==> config.mk <==
export PLATFORM = sky130hd
export DESIGN_NAME = datapath_result_packer_flat
export DESIGN_NICKNAME = d
export VERILOG_FILES = /design/src/rtl/datapath_result_packer_if.sv /design/src/rtl/datapath_result_packer.sv /design/src/flat_wrapper.sv
export SDC_FILE = /design/constraint.sdc
export NUM_CORES = 1
export LEC_CHECK = 0
export CORE_ASPECT_RATIO = 0.8
export CORE_MARGIN = 10
export CORE_UTILIZATION = 50
export CTS_CLUSTER_SIZE = 25
export DETAILED_ROUTE_END_ITERATION = 7
export PLACE_DENSITY = 0.71
export SYNTH_ARGS = -nofsm -noshare
export SYNTH_HDL_FRONTEND = slang
export SYNTH_SLANG_ARGS = --single-unit
export TNS_END_PERCENT = 20
==> constraint.sdc <==
create_clock -name clk -period 5.8 [get_ports clk]
set_input_delay 1.45 -clock clk [delete_from_list [all_inputs] [get_ports clk]]
set_output_delay 1.45 -clock clk [all_outputs]
set_load 0.03 [all_outputs]
==> src/rtl/datapath_result_packer_if.sv <==
// Bus bundle for datapath_result_packer: sample input side and packed-word output side.
// PACKER_PARITY_EN adds out_parity to the bundle.
`timescale 1ns/1ps
interface datapath_result_packer_if #(
    parameter int unsigned DATA_W     = 16,
    parameter int unsigned FIFO_DEPTH = 4
);
    logic                          in_valid;
    logic [DATA_W-1:0]             in_data;
    logic                          flush;
    logic                          out_valid;
    logic                          out_ready;
    logic [2*DATA_W-1:0]           out_data;
    logic                          out_partial;
    logic [$clog2(FIFO_DEPTH):0]   fifo_level;
    logic                          overflow;
    logic [7:0]                    drop_count;
`ifdef PACKER_PARITY_EN
    logic                          out_parity;

    modport master (
        output in_valid, in_data, flush, out_ready,
        input  out_valid, out_data, out_partial, fifo_level, overflow, drop_count, out_parity
    );
    modport slave (
        input  in_valid, in_data, flush, out_ready,
        output out_valid, out_data, out_partial, fifo_level, overflow, drop_count, out_parity
    );
`else
    modport master (
        output in_valid, in_data, flush, out_ready,
        input  out_valid, out_data, out_partial, fifo_level, overflow, drop_count
    );
    modport slave (
        input  in_valid, in_data, flush, out_ready,
        output out_valid, out_data, out_partial, fifo_level, overflow, drop_count
    );
`endif
endinterface

==> src/rtl/datapath_result_packer.sv <==
// Packs pairs of datapath samples into words, buffers them in a FWFT FIFO, counts drops.
// Define PACKER_PARITY_EN to store and present a per-entry even-parity bit (out_parity).
`timescale 1ns/1ps
module datapath_result_packer #(
    parameter int unsigned DATA_W     = 16,
    parameter int unsigned FIFO_DEPTH = 4
) (
    input  logic                    clk,
    input  logic                    rst,
    datapath_result_packer_if.slave bus
);
    localparam int unsigned AW      = $clog2(FIFO_DEPTH);
    localparam logic [AW:0] DEPTH_L = (AW+1)'(FIFO_DEPTH);

    typedef enum logic {ST_EMPTY, ST_HALF} state_t;

    state_t              r_state;
    state_t              w_state_nxt;
    logic [DATA_W-1:0]   r_hold;
    logic                w_push;
    logic                w_push_partial;
    logic [2*DATA_W-1:0] w_push_data;

    logic [2*DATA_W-1:0] r_mem_data [FIFO_DEPTH];
    logic                r_mem_part [FIFO_DEPTH];
    logic [AW-1:0]       r_wptr;
    logic [AW-1:0]       r_rptr;
    logic [AW:0]         r_level;
    logic                r_overflow;
    logic [7:0]          r_drop_cnt;

    logic w_valid;
    logic w_pop;
    logic w_full;
    logic w_wr;
    logic w_drop;

    always_ff @(posedge clk) begin
        if (rst) begin
            r_state <= ST_EMPTY;
            r_hold  <= '0;
        end else begin
            r_state <= w_state_nxt;
            if (r_state == ST_EMPTY && bus.in_valid && !bus.flush)
                r_hold <= bus.in_data;
        end
    end

    always_comb begin
        w_state_nxt    = r_state;
        w_push         = 1'b0;
        w_push_partial = 1'b0;
        w_push_data    = '0;
        case (r_state)
            ST_EMPTY: begin
                if (bus.in_valid) begin
                    if (bus.flush) begin
                        w_push         = 1'b1;
                        w_push_partial = 1'b1;
                        w_push_data    = {{DATA_W{1'b0}}, bus.in_data};
                    end else begin
                        w_state_nxt = ST_HALF;
                    end
                end
            end
            ST_HALF: begin
                if (bus.in_valid) begin
                    w_push      = 1'b1;
                    w_push_data = {bus.in_data, r_hold};
                    w_state_nxt = ST_EMPTY;
                end else if (bus.flush) begin
                    w_push         = 1'b1;
                    w_push_partial = 1'b1;
                    w_push_data    = {{DATA_W{1'b0}}, r_hold};
                    w_state_nxt    = ST_EMPTY;
                end
            end
            default: w_state_nxt = ST_EMPTY;
        endcase
    end

    // A full FIFO still accepts a push when the head leaves in the same cycle.
    assign w_valid = (r_level != '0);
    assign w_pop   = w_valid && bus.out_ready;
    assign w_full  = (r_level == DEPTH_L);
    assign w_wr    = w_push && (!w_full || w_pop);
    assign w_drop  = w_push && w_full && !w_pop;

    always_ff @(posedge clk) begin
        if (w_wr) begin
            r_mem_data[r_wptr] <= w_push_data;
            r_mem_part[r_wptr] <= w_push_partial;
        end
    end

    always_ff @(posedge clk) begin
        if (rst) begin
            r_wptr     <= '0;
            r_rptr     <= '0;
            r_level    <= '0;
            r_overflow <= 1'b0;
            r_drop_cnt <= '0;
        end else begin
            if (w_wr)
                r_wptr <= r_wptr + AW'(1);
            if (w_pop)
                r_rptr <= r_rptr + AW'(1);
            case ({w_wr, w_pop})
                2'b10:   r_level <= r_level + (AW+1)'(1);
                2'b01:   r_level <= r_level - (AW+1)'(1);
                default: r_level <= r_level;
            endcase
            if (w_drop) begin
                r_overflow <= 1'b1;
                if (r_drop_cnt != 8'hFF)
                    r_drop_cnt <= r_drop_cnt + 8'd1;
            end
        end
    end

    assign bus.out_valid   = w_valid;
    assign bus.out_data    = w_valid ? r_mem_data[r_rptr] : '0;
    assign bus.out_partial = w_valid ? r_mem_part[r_rptr] : 1'b0;
    assign bus.fifo_level  = r_level;
    assign bus.overflow    = r_overflow;
    assign bus.drop_count  = r_drop_cnt;

`ifdef PACKER_PARITY_EN
    logic r_mem_par [FIFO_DEPTH];

    always_ff @(posedge clk) begin
        if (w_wr)
            r_mem_par[r_wptr] <= ^w_push_data;
    end

    assign bus.out_parity = w_valid ? r_mem_par[r_rptr] : 1'b0;
`endif

endmodule

==> src/flat_wrapper.sv <==
// flat-port wrapper written by rule: the top's interface ports become plain ports
module datapath_result_packer_flat 
#(
    parameter int unsigned DATA_W     = 16,
    parameter int unsigned FIFO_DEPTH = 4
)
  (clk, rst, bus_in_valid, bus_in_data, bus_flush, bus_out_ready, bus_out_valid, bus_out_data, bus_out_partial, bus_fifo_level, bus_overflow, bus_drop_count);
  datapath_result_packer_if #(.DATA_W(DATA_W), .FIFO_DEPTH(FIFO_DEPTH)) bus_i ();
  input  logic clk;
  input  logic rst;
  input wire logic [$bits(bus_i.in_valid)-1:0] bus_in_valid;
  input wire logic [$bits(bus_i.in_data)-1:0] bus_in_data;
  input wire logic [$bits(bus_i.flush)-1:0] bus_flush;
  input wire logic [$bits(bus_i.out_ready)-1:0] bus_out_ready;
  output wire logic [$bits(bus_i.out_valid)-1:0] bus_out_valid;
  output wire logic [$bits(bus_i.out_data)-1:0] bus_out_data;
  output wire logic [$bits(bus_i.out_partial)-1:0] bus_out_partial;
  output wire logic [$bits(bus_i.fifo_level)-1:0] bus_fifo_level;
  output wire logic [$bits(bus_i.overflow)-1:0] bus_overflow;
  output wire logic [$bits(bus_i.drop_count)-1:0] bus_drop_count;
  assign bus_i.in_valid = bus_in_valid;
  assign bus_i.in_data = bus_in_data;
  assign bus_i.flush = bus_flush;
  assign bus_i.out_ready = bus_out_ready;
  assign bus_out_valid = bus_i.out_valid;
  assign bus_out_data = bus_i.out_data;
  assign bus_out_partial = bus_i.out_partial;
  assign bus_fifo_level = bus_i.fifo_level;
  assign bus_overflow = bus_i.overflow;
  assign bus_drop_count = bus_i.drop_count;
  datapath_result_packer #(.DATA_W(DATA_W), .FIFO_DEPTH(FIFO_DEPTH)) u_core (.clk(clk), .rst(rst), .bus(bus_i));
endmodule
# After elaboration in Yosys (flattened, before gate mapping)
# Memories as Yosys holds them, arrays and structs flattened. A register that Yosys moved wholly into a read port is not among the register bits.
# Index checks and enable logic that the tools add are counted.
# Widths: inputs -> output; s select.
[word_totals]
register_bits = 33
ramBits = 132
in_bits = 21
output_inout_bits = 46
wordCells = 56
memories = 2
[memory_table]
columns = ["memory", "depth", "word_bits", "rd", "rd_ports_with_merged_regs", "write_ports", "line_no", "source"]
rows = [
  ["u_core.r_mem_data", 4, 32, 1, 1, 1, "datapath_result_packer.sv:24", "logic [2*DATA_W-1:0] r_mem_data [FIFO_DEPTH];"],
  ["u_core.r_mem_part", 4, 1, 1, 1, 1, "datapath_result_packer.sv:25", "logic r_mem_part [FIFO_DEPTH];"],
]
[op_classes]
addsub = 5
eq_ne = 4
mux = 24
bitwise_logic = 1
reduce_logical = 13
[op_table]
columns = ["cell", "count"]
rows = [
  ["$mux 32", 3],
  ["$pmux 32 s2", 1],
  ["$mux 16", 2],
  ["$mux 1", 10],
  ["$add 8x1->8 const B", 1],
  ["$mux 2", 4],
  ["$ne 8x8->1 const B", 1],
  ["$logic_and 1x1->1", 6],
  ["$pmux 1 s2", 3],
  ["$pmux 3 s2", 1],
  ["$add 2x1->2 const B", 2],
  ["$add 3x1->3 const B", 1],
  ["$eq 3x3->1 const B", 1],
  ["$logic_not 1->1", 3],
  ["$reduce_bool 3->1", 1],
  ["$sub 3x1->3 const B", 1],
  ["$eq 2x1->1 const B", 1],
  ["$eq 2x2->1 const B", 1],
  ["$reduce_and 2->1", 1],
  ["$reduce_bool 2->1", 1],
  ["$logic_or 1x1->1", 1],
  ["$not 1->1", 1],
]

# Depth between registers and ports, before layout
# Gate-level depths: netlist of the first run.
[depth]
depth_word = 6
mapped_depth = 9
mapped_depth_nobuf = 9

# Least setup slack after synthesis of the first run
# No wires, ideal clock.
[synth_path]
path_type = "in2reg"
start = "in bus_out_ready"
end = "reg u_core.r_level[2] (netlist: u_core.bus.fifo_level[2])"
setup_ps = 70
t_arrival_ps = 3372
required_time_ps = 5730
path_slack_ps = 2357
stages = 9
n_path_buf = 0
path_cell_list = "or4b_1 > and2_1 > inv_1 > ha_1 > inv_1 > fa_1 > xor2_1 > or3_1 > a21oi_1"
[synth_via]
elab_chain_cells = 5
elab_cells_between_ends = 7
classes_between = "eq/ne (2); mux (1); reduce/logical (4)"
[synth_lines]
columns = ["element", "line_no", "source"]
rows = [
  ["start: declaration", "flat_wrapper.sv:14", "input wire logic [$bits(bus_i.out_ready)-1:0] bus_out_ready;"],
  ["$logic_and 1x1->1 (*)", "datapath_result_packer.sv:84", "assign w_pop = w_valid && bus.out_ready;"],
  ["$logic_or 1x1->1", "datapath_result_packer.sv:86", "assign w_wr = w_push && (!w_full || w_pop);"],
  ["$logic_and 1x1->1", "datapath_result_packer.sv:86", ""],
  ["$eq 2x1->1 or $eq 2x2->1 (tied branches)", "datapath_result_packer.sv:108", "case ({w_wr, w_pop})"],
  ["$pmux 3 s2 or $reduce_bool 2->1 (tied branches)", "n/a", ""],
  ["end signal: assignment", "datapath_result_packer.sv:109", "2'b10: r_level <= r_level + (AW+1)'(1);"],
  ["end signal: assignment", "datapath_result_packer.sv:110", "2'b01: r_level <= r_level - (AW+1)'(1);"],
  ["end signal: assignment", "datapath_result_packer.sv:111", "default: r_level <= r_level;"],
  ["end: declaration", "datapath_result_packer.sv:28", "logic [AW:0] r_level;"],
]
# Every way passes the cells marked *; elsewhere a longest branch is shown, timed or not.
# A chain may end at the register's enable or synchronous reset.

==> reports/metrics.yaml, run 1 <==
status: "finished, final reports clean"
syn_avg_cell_area_sq_um: 15.9
rr_startpoint: "u_core.r_state"
worstSkewPairLatency_ns: 0.42
power_frac_comb: 0.306
wl_microns: 13900
drcViolationCount: 0
syn_to_final_growth_pct: 20.4
cts_buffer_depth: 2
maxCapViolCount: 0
synth_edf_count: 132
tightest_slew_ns: 1.12
n_antenna_cell: 0
drive_above_1_share: 0.155
hold_buffers: 0
grt-ovfl-total: 0
final_cell_area_sq_um: 8120
cts_root_buf: "clkbuf_16"
yosys_most_used_dff: "edfxtp_1"
num_rows: 37
dpl_cell_area_sq_um: 7570
cts_sinks: 167
leakagePower_nw: 2.77
yosys.cell_types.count: 34
grt_pass1_wl_microns: 21800
num-fill-cells: 978
grtUsageTotal: 0.153
swShare: 0.312
wl_per_cell_microns: 20.5
initial_core_util: 0.517
final_hold_viol_count: 0
netlist_instances: 423
drt-vias-per-instance: 5.57
cp-end-kind: "output port"
die_w_microns: 150
ys_seq_area_frac: 0.692
place_congestion: 0.777
min_period_ns: 4.37
dieArea_sq_um: 18600
slowest_stage: "dfxtp_2"
cts_buffers: 17
worstHoldPathType: "register to register"
critPathRequiredTime_ns: 4.35
p_switching_mw: 1.11
htreeDepth: 4
grt_max_degree: 37
synth_area_leaders: "edfxtp_1, mux4_2, dfxtp_1, and2_1, a22o_1"
setup_viol: 0
reg2reg_to: "u_core.r_mem_data[2][1]"
drv_slew: 0
fp.coreArea_sq_um: 13100
maxSlewHeadroom: 0.253
power_density_nw_per_um2: 437
drt_pass1_iterations: 4
crit_type: "register to output port"
start_kind: "register"
dr.first_iter.drc_count: 287
seq_power_share: 0.399
clk_pin_slew_ns: 0.06
vias: 3771
antenna_found_initial: 0
fin_nets: 517
r2r_setup_slack_ns: 3.08
rr_worst_depth: 3
worstPathArrival_ns: 2.92
synth-seq-cells: 167
crit_path_end: "bus_out_data[12]"
worst_ir_drop_vdd_mv: 0.225
io_buffers: 66
boundaryPins: 67
async_reset_ff_frac: 0
syn_nets: 451
path_max_fanout: 19
rsz0062_at_grt: "false"
path_cells: "buf_4 -> mux4_2 -> and2_1 -> clkdlybuf4s50_1"
slowest_delay_ns: 0.66
yosysTopAreaCell: "edfxtp_1"
syn_area_sq_um: 6750
ys_warn_count: 0
p_int_mw: 2.44
ant_nets: 0
min_path_cells: 2
cts_resized: 0
tritoncts: "done"
skew_ns: 0.00876
synth_commonest_cells: "edfxtp_1, and2_1, dfxtp_1, nand2_1, mux4_2"
clkPwrFrac: 0.294
setup-tns-final_ns: 0
netlist.area_leader.share: 0.588
post_cts_buffers: 0
dp_hpwl_microns: 8590
post-route-period-util: 0.754
max_freq_mhz: 229
die_h_microns: 124
synth_most_common_cell: "edfxtp_1"
first_global_vias: 3904
==> layer usage <==
metal | global-route usage | vias up | wire length (microns)
met5 | 0 | - | 0
met4 | 0.0400 | 0 | 147
met3 | 0.0497 | 11 | 980
met2 | 0.249 | 102 | 6790
met1 | 0.196 | 1903 | 5990
li1 | - | 1755 | -
==> how the worst min path moves through the flow <==
stage	start	to	slack, ns
2_1_floorplan	u_core.r_hold[0]	u_core.r_hold[0]	0.44
3_3_place_gp	u_core.r_hold[4]	u_core.r_hold[4]	0.44
3_5_place_dp	u_core.r_hold[15]	u_core.r_hold[15]	0.45
4_1_cts	u_core.r_hold[15]	u_core.r_hold[15]	0.45
5_1_grt	u_core.r_hold[14]	u_core.r_hold[14]	0.47
6_report	u_core.r_hold[1]	u_core.r_hold[1]	0.45
==> power groups by stage <==
| stage | logic (mW) | registers [mW] | clock network, mW |
|---|---|---|---|
| detailed placement | 1.11 | 1.45 | 0 |
| global route | 1.16 | 1.43 | 1.11 |
| floorplan | 0.730 | 1.42 | 0 |
| CTS | 1.11 | 1.42 | 1.07 |
| finish | 1.09 | 1.42 | 1.05 |
| global placement | 1.10 | 1.44 | 0 |
==> cells by family after synthesis <==
logic type      Yosys count  share of synthesized area
compound gates           52                     0.0501
buf+inv                  34                     0.0213
simple gates            121                      0.101
mux                      34                      0.112
flops                   167                      0.692
fa+ha+maj                 8                     0.0158
xor+xnor                  7                    0.00909
==> cell usage in the layout (no fill, tap or decap), types with 3 or more instances in the layout <==
| master | synthesis | routed |
|---|---|---|
| edfxtp_1 | 132 | 132 |
| clkdlybuf4s50_1 | 0 | 66 |
| and2_1 | 36 | 36 |
| nand2_1 | 34 | 34 |
| dfxtp_1 | 35 | 34 |
| mux4_2 | 33 | 33 |
| a21oi_1 | 27 | 27 |
| and3_1 | 20 | 20 |
| clkbuf_16 | 0 | 17 |
| a22o_1 | 16 | 16 |
| nor2_1 | 11 | 11 |
| buf_4 | 0 | 8 |
| inv_1 | 7 | 7 |
| ha_1 | 6 | 6 |
| xor2_1 | 5 | 5 |
| nand3_1 | 5 | 5 |
| o21ai_0 | 4 | 4 |
| clkinvlp_4 | 0 | 4 |
| o31ai_1 | 3 | 3 |
| or4_1 | 3 | 3 |
| or3_1 | 3 | 3 |
| clkinv_4 | 0 | 3 |
| inv_6 | 0 | 3 |
==> state kept, by name, indices dropped and copies added (netlist names), named ones only <==
name,flops
u_core.r_wptr,2
u_core.bus.overflow,1
u_core.r_mem_part,4
u_core.r_hold,16
u_core.r_rptr,2
u_core.bus.drop_count,8
u_core.r_mem_data,128
u_core.r_state,1
u_core.bus.fifo_level,3
==> worst max-delay path: cells and delay by family, from the launching register on <==
family | cells | cell delay (ns)
buf+inv | 2 | 1.06
mux | 1 | 0.59
simple gates | 1 | 0.18
flops | 1 | 0.66
==> stage by stage <==
| stage | hold WS, ns | util | setup slack, ns | std cells | power, mW |
|---|---|---|---|---|---|
| after global placement | 0.441 | 0.580 | 1.52 | 645 | 2.54 |
| after global routing | 0.472 | 0.622 | 1.19 | 677 | 3.70 |
| after CTS | 0.455 | 0.622 | 1.33 | 677 | 3.60 |
| after detailed placement | 0.446 | 0.580 | 1.45 | 645 | 2.55 |
| after floorplan | 0.436 | - | 2.36 | 423 | 2.15 |
| final | 0.453 | 0.622 | 1.43 | 677 | 3.55 |
==> area by class of cell <==
class / count / area, sq um / area share
inverters: 7 / 26.3 / 0.00323
clock buffers: 18 / 429 / 0.0528
well taps: 175 / 219 / 0.0270
flip-flops and latches: 167 / 4670 / 0.574
multi-input cells: 222 / 1940 / 0.238
clock inverters: 14 / 125 / 0.0154
repair buffers: 74 / 721 / 0.0887
Note: power is estimated with default switching activity, not from simulation.
==> inputs of run 2 (changes only) <==
clock period = 4.25 ns   (was 5.8 ns; I/O delays follow)
==> run 2 against run 1 <==
  * Count of clock-buffer cells in the layout down 1
  * Critical path depth unchanged
  * Global-route usage is 0.10 points higher
==> reports/metrics.yaml, run 2 (synthesis gave the netlist of run 1 again) <==
syn_to_final_growth_pct: 21.1
fin_nets: 518  # +0.19%
num_rows: 37  # unchanged
worst_ir_drop_vdd_mv: 0.370  # +64%
first_global_vias: 3999  # +2.4%
grt_max_degree: 37  # unchanged
finalPower_mw: 4.92  # +39%
seq_area_sq_um: 4670  # unchanged
tightest_slew_ns: 1.06  # -0.0591 ns
n_antenna_cell: 0  # unchanged
ant_nets: 0  # unchanged
setup-tns-final_ns: 0  # unchanged
seq_power_share: 0.392  # -0.007
num-fill-cells: 946  # -3.3%
final_common_cell: "edfxtp_1"
vias: 3780  # +0.24%
cts_root_buf: "clkbuf_16"
rsz0062_at_grt: "false"
wl_per_cell_microns: 20.4  # -0.81%
leakagePower_nw: 2.78  # +0.32%
worstPathArrival_ns: 2.62  # -0.30 ns
drt_pass1_iterations: 5  # +1
swShare: 0.309  # -0.00352
wl_met1_microns: 5650  # -5.7%
wl_met3_microns: 1220  # +24%
wl_microns: 13800  # -0.66%
largest_reg_flops: 128  # unchanged
grt-ovfl-total: 0  # unchanged
multi_input_area_sq_um: 1940  # unchanged
utilization: 0.626  # +0.00364
clkPwrFrac: 0.303  # +0.009
dpl_worst_slack_ns: 0.517  # -0.929 ns
worstSkewPairLatency_ns: 0.41  # about the same
max_freq_mhz: 271
dpl_cell_area_sq_um: 7590  # +0.26%
start_kind: "register"
drcViolationCount: 0  # unchanged
min_period_ns: 3.69
die_h_microns: 124  # unchanged
htreeDepth: 4  # unchanged
fin_cells: 678  # +0.15%
hold_buffers: 0  # unchanged
place_congestion: 0.792  # +2.0%
dieArea_sq_um: 18600  # unchanged
cts_sinks: 167  # unchanged
hp-start: "u_core.r_hold[15]"
cp-end-kind: "output port"
grt_pass1_wl_microns: 21800  # about the same
cts_buffer_depth: 2  # unchanged
antenna_found_initial: 0  # unchanged
fp.coreArea_sq_um: 13100  # unchanged
setup_viol: 0  # unchanged
p_switching_mw: 1.52  # +37%
p_int_mw: 3.40  # +39%
tritoncts: "done"
post_cts_buffers: 0  # unchanged
power_density_nw_per_um2: 603  # +38%
critPathRequiredTime_ns: 3.19  # -1.16 ns
fin_ws_ns: 0.564  # -0.865 ns
post-route-period-util: 0.867
final_cell_mix: "edfxtp_1, clkdlybuf4s50_1, and2_1"
cts_buffers: 17  # unchanged
dp_hpwl_microns: 8400  # -2.2%
drt-vias-per-instance: 5.58  # about the same
power_frac_comb: 0.306  # about the same
dpl.cell_count: 646  # +0.16%
min_path_cells: 2  # unchanged
clk_pin_slew_ns: 0.06  # about the same
final_hold_viol_count: 0  # unchanged
crit_type: "register to output port"
die_w_microns: 150  # unchanged
initial_core_util: 0.517  # unchanged
worstHoldPathType: "register to register"
timing.hold.ws_ns: 0.456  # +0.00260 ns
grtUsageTotal: 0.154  # +0.00103
regMostFlops: "u_core.r_mem_data"
io_buffers: 66  # unchanged
rr_worst_depth: 9  # +6
path_max_fanout: 23  # +4
drv_slew: 0  # unchanged
boundaryPins: 67  # unchanged
dr.max_layer_used: "met4"
maxSlewHeadroom: 0.294  # +0.0404
skew_ns: 0.00815  # -0.000604 ns
cts_resized: 0  # unchanged
drive_above_1_share: 0.163  # +0.00764
route.met2.wl_microns: 6930  # +2.0%
status: "finished, final reports clean"
final_cell_area_sq_um: 8170  # +0.59%
dr.first_iter.drc_count: 360  # +25%
rr_startpoint: "u_core.r_state"
maxCapViolCount: 0  # unchanged
run 2: cell count changes in the layout (fill, tap and decap cells not counted):
| cell | previous run | this run |
|---|---|---|
| clkinvlp_4 | 4 | 8 |
| clkinv_1 | 2 | 0 |
| inv_6 | 3 | 1 |
| buf_12 | 0 | 1 |
| bufinv_16 | 1 | 2 |
| clkbuf_1 | 1 | 0 |
| clkinv_2 | 1 | 2 |
| clkinv_4 | 3 | 2 |
run 2: power groups by stage:
stage	combinational (mW)	clock, mW	sequential [mW]
floorplan	0.996	0	1.94
global placement	1.53	0	1.96
detailed placement	1.54	0	1.96
CTS	1.54	1.51	1.93
global route	1.62	1.59	1.94
finish	1.51	1.49	1.93
run 2: worst max-delay path, cell delays in order (launching register included):
cell             delay, ns
dfxtp_2               0.59
buf_12                0.28
mux4_2                0.57
and2_1                0.19
clkdlybuf4s50_1       0.59
run 2: per-layer routing:
metal	vias to the layer above	track usage
met5	-	0
met4	0	0.0491
met3	2	0.0453
met2	143	0.258
met1	1885	0.191
li1	1750	-
run 2: final cells by class:
type	count	share of cell area
inverters	7	0.00322
repair buffers	75	0.0907
well taps	175	0.0268
clock inverters	15	0.0191
clock buffers	17	0.0521
flip-flops and latches	167	0.571
multi-input cells	222	0.237
run 2: path summary, 6_finish.rpt:
kind / slack [ns] / end
setup / recovery: 0.56 / bus_out_data[12]
hold / removal: 0.46 / u_core.r_hold[15]
setup reg to reg: 1.58 / u_core.bus.fifo_level[2]
hold reg to reg: 0.46 / u_core.r_hold[15]
==> inputs of run 3 (changes only) <==
CELL_PAD_IN_SITES_DETAIL_PLACEMENT = 1   (was not set)
CELL_PAD_IN_SITES_GLOBAL_PLACEMENT = 1   (was not set)
CORE_ASPECT_RATIO = not set   (was 0.8)
CORE_UTILIZATION = 48   (was 50)
CTS_CLUSTER_SIZE = 30   (was 25)
PLACE_DENSITY = 0.79   (was 0.71)
==> run 3 against run 2 <==
  * Core utilization decreased by 3.6 points
  * Critical path depth unchanged
  * Clock power decreased by 5%
  * Critical endpoint is now bus_out_data[15]
  * Sequential share of layout area increased by 0.11 points
  * Clock skew increased by 0.0093 ns
  * Hold slack improved by 0.0039 ns
==> reports/metrics.yaml, run 3 (synthesis gave the netlist of run 1 again) <==
regMostFlops: "u_core.r_mem_data"
cp-end-kind: "output port"
start_kind: "register"
dieArea_sq_um: 19200  # +3.4%
place_congestion: 0.737  # -7.0%
max_freq_mhz: 273  # +0.55%
final_cell_area_sq_um: 8150  # -0.20%
final_cell_mix: "edfxtp_1, clkdlybuf4s50_1, and2_1"
critPathRequiredTime_ns: 3.19  # about the same
clk_pin_slew_ns: 0.06  # about the same
drt-vias-per-instance: 5.62  # +0.86%
final_hold_viol_count: 0  # unchanged
tritoncts: "done"
dr.first_iter.drc_count: 196  # -46%
fp.coreArea_sq_um: 13800  # +5.9%
rr_worst_depth: 9  # unchanged
fin_nets: 520  # +0.39%
antenna_found_initial: 0  # unchanged
ant_nets: 0  # unchanged
dpl_cell_area_sq_um: 7610  # +0.28%
cts_buffers: 17  # unchanged
grtUsageTotal: 0.162  # +0.00739
min_path_cells: 2  # unchanged
worstHoldPathType: "register to register"
path_max_fanout: 11  # -52%
drive_above_1_share: 0.156  # -0.00659
final_common_cell: "edfxtp_1"
wl_microns: 15200  # +10%
grt_max_degree: 37  # unchanged
power_density_nw_per_um2: 599  # -0.63%
r2r_setup_slack_ns: 1.45  # -0.13 ns
reg2reg_to: "u_core.bus.fifo_level[2]"
htreeDepth: 4  # unchanged
drcViolationCount: 0  # unchanged
worstPathArrival_ns: 2.60  # -0.02 ns
initial_core_util: 0.488  # -0.0288
min_to: "u_core.r_hold[8]"
hp-start: "u_core.r_hold[8]"
post-route-period-util: 0.863  # -0.00470
timing.hold.ws_ns: 0.460  # +0.00394 ns
die_h_microns: 139  # +12%
crit_type: "register to output port"
die_w_microns: 139  # -7.5%
worstSkewPairLatency_ns: 0.42  # about the same
drv_slew: 0  # unchanged
boundaryPins: 67  # unchanged
io_buffers: 66  # unchanged
n_antenna_cell: 0  # unchanged
cts_root_buf: "clkbuf_16"
cts_resized: 0  # unchanged
tightest_slew_ns: 0.964  # -0.0922 ns
maxSlewHeadroom: 0.356  # +0.0628
dp_hpwl_microns: 9330  # +11%
setup_viol: 0  # unchanged
post_cts_buffers: 0  # unchanged
grt_pass1_wl_microns: 24200  # +11%
cts_buffer_depth: 2  # unchanged
vias: 3852  # +1.9%
maxCapViolCount: 0  # unchanged
syn_to_final_growth_pct: 20.9
grt-ovfl-total: 0  # unchanged
skew_ns: 0.0175  # +0.00934 ns
worst_ir_drop_vdd_mv: 0.605  # +64%
hold_buffers: 0  # unchanged
rsz0062_at_grt: "false"
largest_reg_flops: 128  # unchanged
wl_per_cell_microns: 22.2  # +9.1%
setup-tns-final_ns: 0  # unchanged
rr_startpoint: "u_core.r_state"
drt_pass1_iterations: 4  # -1
first_global_vias: 4365  # +9.2%
min_period_ns: 3.67  # -0.0200 ns
leakagePower_nw: 2.79  # +0.41%
status: "finished, final reports clean"
cts_sinks: 167  # unchanged
num_rows: 43  # +16%
-- run 3: per-stage QoR --
step           worst slack, ns  std cells   util  total power, mW
2_1_floorplan             1.19        423      -             2.94
3_3_place_gp             0.620        653  0.550             3.51
3_5_place_dp             0.559        653  0.550             3.54
4_1_cts                  0.506        685  0.590             4.96
5_1_grt                  0.422        685  0.590             5.11
6_report                 0.584        685  0.590             4.88
-- run 3: worst max path at each step --
stage | startpoint | endpoint | slack [ns] | depth (start not counted)
floorplan | bus_out_ready | u_core.bus.fifo_level[2] | 1.19 | 9
global placement | bus_out_ready | u_core.bus.fifo_level[2] | 0.62 | 10
detailed placement | bus_out_ready | u_core.bus.fifo_level[2] | 0.56 | 10
CTS | register | bus_out_data[15] | 0.51 | 4
global route | register | bus_out_data[0] | 0.42 | 4
finish | register | bus_out_data[15] | 0.58 | 4
-- run 3: where the power goes --
part | switching [mW] | total [mW] | internal (mW)
clock | 0.578 | 1.41 | 0.830
sequential | 0.0795 | 1.93 | 1.85
combinational | 0.843 | 1.54 | 0.700
total | 1.50 | 4.88 | 3.38
-- run 3: worst max-delay path, stage by stage, from the launching register on --
cell and delay, ns:
dfxtp_2 0.59, buf_4 0.28, mux4_2 0.54, and2_1 0.17, clkdlybuf4s50_1 0.60
-- run 3: cell type report --
class / instances / area (sq um)
sequential: 167 / 4670
clock inverter: 9 / 76.3
tap: 180 / 225
multi-input combinational: 222 / 1940
timing repair buffer: 77 / 756
clock buffer: 23 / 468
inverter: 7 / 26.3
fill: 1271 / 5670
-- run 3: layer usage --
layer / up-vias / part of all wire / global-route usage
li1: 1750 / - / -
met1: 1995 / 0.39 / 0.178
met2: 101 / 0.55 / 0.289
met3: 6 / 0.052 / 0.0404
met4: 0 / 0.0075 / 0.0699
met5: - / 0 / 0
